[config.mk]
export PLATFORM = sky130hd
export DESIGN_NAME = dmem_access_ctl
export DESIGN_NICKNAME = d
export VERILOG_FILES = /design/src/rtl/dmem_access_ctl.sv
export SDC_FILE = /design/constraint.sdc
export NUM_CORES = 1
export LEC_CHECK = 0
export CAP_MARGIN = 20
export CORE_MARGIN = 2
export CORE_UTILIZATION = 44
export CTS_BUF_LIST = sky130_fd_sc_hd__clkbuf_8
export CTS_CLUSTER_DIAMETER = 200
export DETAILED_ROUTE_END_ITERATION = 6
export PLACE_DENSITY = 0.78
export SLEW_MARGIN = 10
export SYNTH_ARGS = -nofsm -noshare
export SYNTH_HDL_FRONTEND = slang
export SYNTH_SLANG_ARGS = --single-unit
[constraint.sdc]
create_clock -name clk_i -period 4.9 [get_ports clk_i]
set_input_delay 0.98 -clock clk_i [delete_from_list [all_inputs] [get_ports clk_i]]
set_output_delay 0.98 -clock clk_i [all_outputs]
set_load 0.02 [all_outputs]
[src/rtl/dmem_access_ctl.sv]
// dmem_access_ctl: load/store sequencer for a single-port synchronous data RAM.
// Sub-word stores are read-modify-write; sub-word loads are extracted and extended.
module dmem_access_ctl #(
  parameter int n  = 32,
  parameter int AW = 32
) (
  input  logic          clk_i,
  input  logic          rst_ni,
  input  logic          req_valid_i,
  output logic          req_ready_o,
  input  logic [AW-1:0] req_addr_i,
  input  logic [n-1:0]  req_wdata_i,
  input  logic [3:0]    req_opcode_i,
  output logic          rsp_valid_o,
  output logic [n-1:0]  rsp_rdata_o,
  output logic          rsp_err_o,
  output logic          mem_en_o,
  output logic          mem_we_o,
  output logic [AW-1:0] mem_addr_o,
  output logic [n-1:0]  mem_wdata_o,
  input  logic [n-1:0]  mem_rdata_i
);
  typedef enum logic [2:0] {S_IDLE, S_RD, S_CAP, S_WR, S_DONE} state_t;
  state_t r_state, w_next;
  logic [3:0]   r_op;
  logic [1:0]   r_off;
  logic [15:0]  r_wdata;
  logic         r_ready, r_rsp_valid, r_err, r_mem_en, r_mem_we;
  logic [n-1:0] r_rdata, r_mem_wdata;
  logic [AW-1:0] r_mem_addr;
  logic         w_hs, w_in_err, w_is_load;
  logic [15:0]  w_sel;
  logic [n-1:0] w_mask, w_ins, w_merged, w_ld;
  always_comb begin
    w_hs      = req_valid_i & r_ready;
    w_in_err  = (req_opcode_i == 4'd1 || req_opcode_i == 4'd5 || req_opcode_i == 4'd8) ? req_addr_i[0] :
                (req_opcode_i == 4'd2 || req_opcode_i == 4'd6) ? |req_addr_i[1:0] :
                (req_opcode_i == 4'd0 || req_opcode_i == 4'd4 || req_opcode_i == 4'd7) ? 1'b0 : 1'b1;
    w_is_load = r_op[2] | r_op[3];
    w_sel     = 16'(mem_rdata_i >> {r_off, 3'b000});
    w_mask    = (r_op == 4'd0) ? 32'hFF << {r_off, 3'b000} : 32'hFFFF << {r_off[1], 4'b0000};
    w_ins     = (r_op == 4'd0) ? {4{r_wdata[7:0]}} : {2{r_wdata}};
    w_merged  = (mem_rdata_i & ~w_mask) | (w_ins & w_mask);
    w_ld      = (r_op == 4'd4) ? {{24{w_sel[7]}}, w_sel[7:0]} :
                (r_op == 4'd5) ? {{16{w_sel[15]}}, w_sel} :
                (r_op == 4'd7) ? {24'b0, w_sel[7:0]} :
                (r_op == 4'd8) ? {16'b0, w_sel} : mem_rdata_i;
    w_next    = r_state;
    case (r_state)
      S_IDLE:  w_next = !w_hs ? S_IDLE : w_in_err ? S_DONE : (req_opcode_i == 4'd2) ? S_WR : S_RD;
      S_RD:    w_next = S_CAP;
      S_CAP:   w_next = w_is_load ? S_DONE : S_WR;
      S_WR:    w_next = S_DONE;
      default: w_next = S_IDLE;
    endcase
  end
  // Outputs are registered from the next state so they line up with the state they belong to.
  always_ff @(posedge clk_i or negedge rst_ni) begin
    if (!rst_ni) begin
      r_state     <= S_IDLE;
      r_op        <= '0;
      r_off       <= '0;
      r_wdata     <= '0;
      r_ready     <= 1'b1;
      r_rsp_valid <= 1'b0;
      r_err       <= 1'b0;
      r_rdata     <= '0;
      r_mem_en    <= 1'b0;
      r_mem_we    <= 1'b0;
      r_mem_addr  <= '0;
      r_mem_wdata <= '0;
    end else begin
      r_state     <= w_next;
      r_ready     <= w_next == S_IDLE;
      r_rsp_valid <= w_next == S_DONE;
      r_err       <= w_hs & w_in_err;
      r_rdata     <= (r_state == S_CAP && w_is_load) ? w_ld : '0;
      r_mem_en    <= w_next == S_RD || w_next == S_WR;
      r_mem_we    <= w_next == S_WR;
      if (w_hs) begin
        r_op       <= req_opcode_i;
        r_off      <= req_addr_i[1:0];
        r_wdata    <= req_wdata_i[15:0];
        r_mem_addr <= {req_addr_i[AW-1:2], 2'b00};
      end
      if (w_hs && req_opcode_i == 4'd2)
        r_mem_wdata <= req_wdata_i;
      else if (r_state == S_CAP && !w_is_load)
        r_mem_wdata <= w_merged;
    end
  end
  assign req_ready_o = r_ready;
  assign rsp_valid_o = r_rsp_valid;
  assign rsp_rdata_o = r_rdata;
  assign rsp_err_o   = r_err;
  assign mem_en_o    = r_mem_en;
  assign mem_we_o    = r_mem_we;
  assign mem_addr_o  = r_mem_addr;
  assign mem_wdata_o = r_mem_wdata;
endmodule
==> impl_metrics.py <==
metrics = {
    "worst_setup_path": {
        "worstSetupEndpointType": "flop",
        "critPathMaxStageDelay_ns": 0.50,
        "slowest_stage": "nor4_4",
        "r2r_cells": 4,
        "critPathMostFrequentCell": "nand2b_1",
        "worstPathRequired_ns": 5.20,
        "cp.arrival_ns": 3.21,
        "worstSetupPathType": "input pin to flop",
        "worstPathMaxFanout": 22,
        "crit_chain": "clkdlybuf4s50_1, nand2b_1, nor4_4, nand2b_1, buf_4, o221ai_1",
        "critPathLaunchType": "input pin",
    },
    "clocking": {
        "cts_made_buffers": 17,
        "cts_buffer_depth": 2,
        "cts_resized": 0,
        "post-cts-setup-buffers": 0,
        "cts_tree": "done",
        "clkLatencyLatePin_ns": 0.44,
        "clock-sinks": 124,
        "cts_root_buf": "clkbuf_8",
        "htreeDepth": 4,
        "path_clk_slew_ns": 0.07,
        "hold_buffers": 0,
    },
    "synthesis": {
        "avgSynthCellArea_um2": 11.4,
        "synth_top_flop_cell": "dfrtp_1",
        "synth_most_common_cell": "dfrtp_1",
        "synth_area_leaders": "dfrtp_1 52%, mux2_2 11%, o221ai_1 4.3%, mux2i_1 4.1%, nand2_1 2.2%",
        "syn_inst": 518,
        "ys_warn_count": 0,
        "synth_seq_area_share": 0.524,
        "synth_seq_cells": 124,
        "netlist_area_um2": 5930,
        "yosysUniqueCellTypes": 54,
        "synth_top_area_share": 0.519,
        "synth_area_leader_cell": "dfrtp_1",
        "synthTopCellsByCount": "123 x dfrtp_1, 56 x mux2_2, 35 x nand2_1",
        "ys_async_sr_fraction": 1.00,
        "synth_edf_count": 0,
    },
    "timing": {
        "setup_viol": 0,
        "worst_slew_pin_slew_ns": 1.05,
        "period_needed_ns": 2.91,
        "setup_tns_ns": 0,
        "rsz0062_at_grt": "false",
        "max_slew_margin": 0.299,
        "max_freq_ghz": 0.343,
        "holdWs_ns": 0.508,
        "finalCritPeriodShare": 0.594,
        "hold_viol": 0,
        "clock_skew_ns": 0.00892,
        "slew_violations": 0,
    },
    "placed_design": {
        "port_buffers": 201,
        "dp_hpwl_mm": 13.1,
        "gp_congestion": 0.964,
        "numPlacedInstances": 866,
    },
    "floorplanning": {
        "die_w_um": 120,
        "die-area_um2": 14400,
        "core_region_area_um2": 13200,
        "row_count": 42,
        "die_y_um": 120,
        "ios": 204,
        "start_util": 0.449,
    },
    "global_route": {
        "overflow": 0,
        "grt_max_degree": 56,
        "grtUsageTotal": 0.246,
        "grt_pass1_wl_mm": 26.9,
        "grt_pass1_vias": 5078,
        "antenna_found_initial": 0,
    },
    "routing": {
        "wire_per_inst_um": 19.3,
        "drt-pass1-iter-count": 5,
        "vias_per_cell": 5.48,
        "routed_wl_mm": 17.3,
        "drtIter0Drc": 313,
        "ant_nets": 0,
        "routed-via-count": 4924,
        "drcViolationCount": 0,
    },
    "cells_and_area": {
        "antenna_cells": 0,
        "syn_to_final_growth_pct": 42.0,
        "fillCellCount": 1047,
        "regArea_um2": 3100,
        "fin_nets": 813,
        "drive_gt1_frac": 0.163,
        "multiInputGateArea_um2": 2500,
        "stdcell_count": 899,
        "utilization": 0.638,
    },
    "worst_hold_path": {
        "worstHoldPathType": "flop to flop",
        "holdPathStages": 1,
    },
    "outcome": {
        "status": "finished clean",
    },
    "job": {
        "cap_violations": 0,
    },
    "power_and_ir_drop": {
        "pwr_density_cell_nw_per_um2": 626,
        "leakage_nw": 3.52,
        "peakVddDrop_uv": 400,
    },
}
==> flip-flops by register name, indices dropped and copies added, names as in the netlist <==
name	flops
mem_addr_o	30
mem_en_o	1
mem_wdata_o	32
mem_we_o	1
r_off	2
r_op	4
r_state	3
r_wdata	16
req_ready_o	1
rsp_err_o	1
rsp_rdata_o	32
rsp_valid_o	1
==> cells in the final DEF (no fill, tap or decap), drive strengths merged, types with 2 or more instances in the layout <==
cell / count
nand2b: 15
conb: 2
buf: 8
o2bb2ai: 8
o221ai: 32
clkbuf: 24
nor3: 3
nand2: 35
a221oi: 8
clkinv: 2
nor2b: 3
or2: 6
a22o: 4
nand3: 2
o21ai: 12
a21oi: 30
nor2: 33
a22oi: 4
o22ai: 17
mux2: 63
mux2i: 24
inv: 38
clkinvlp: 2
dfrtp: 123
or3: 3
clkdlybuf4s50: 200
nor4: 3
==> path summary, 6_finish.rpt <==
check                                     start              end  slack [ns]
worst min-delay path             mem_addr_o[17]   mem_addr_o[17]        0.51
min in group asynchronous                rst_ni  mem_wdata_o[16]        0.52
worst max register to register         r_off[1]  mem_wdata_o[21]        2.20
worst max-delay path            req_opcode_i[0]  mem_wdata_o[28]        1.99
max in group asynchronous                rst_ni      req_ready_o        3.43
worst min register to register   mem_addr_o[17]   mem_addr_o[17]        0.51
==> metrics by stage <==
| step | instance area, um2 | setup slack, ns | total power, mW |
|---|---|---|---|
| 2_1_floorplan | 5930 | 2.78 | 3.32 |
| 3_3_place_gp | 8010 | 1.68 | 4.33 |
| 3_5_place_dp | 8010 | 1.55 | 4.39 |
| 4_1_cts | 8400 | 2.01 | 5.28 |
| 5_1_grt | 8420 | 1.81 | 5.54 |
| 6_report | 8420 | 1.99 | 5.27 |
==> layer usage <==
metal | vias to the layer above | global-route usage | wire [um]
met2 | 229 | 0.390 | 8280
met3 | 33 | 0.0903 | 1480
met1 | 2402 | 0.306 | 7060
met4 | 0 | 0.0971 | 508
met5 | - | 0 | 0
li1 | 2260 | - | -
==> final cells by class <==
class | count | area share
Clock buffer | 24 | 0.0393
Clock inverter | 8 | 0.00788
Inverter | 35 | 0.0156
Multi-Input combinational cell | 324 | 0.297
Sequential cell | 124 | 0.369
Tap cell | 176 | 0.0262
Timing Repair Buffer | 208 | 0.245
==> critical path, delay by kind of cell <==
| family | cells | cell delay [ns] |
|---|---|---|
| compound gates | 1 | 0.16 |
| buf+inv | 2 | 0.87 |
| simple gates | 3 | 1.19 |
==> cells by family after synthesis <==
family | Yosys count | synth area share
flops | 124 | 0.524
simple gates | 109 | 0.0956
compound gates | 125 | 0.159
mux | 87 | 0.164
other cells | 1 | 0.000633
xor+xnor | 1 | 0.00148
buf+inv | 71 | 0.0559
==> where the power goes <==
group,leakage (nW),internal [mW],switching [mW]
Clock,0.211,0.489,0.389
Combinational,1.76,1.28,1.28
Sequential,1.55,1.44,0.395
Total,3.52,3.21,2.06
No activity file was read; power rests on OpenSTA's default activity.
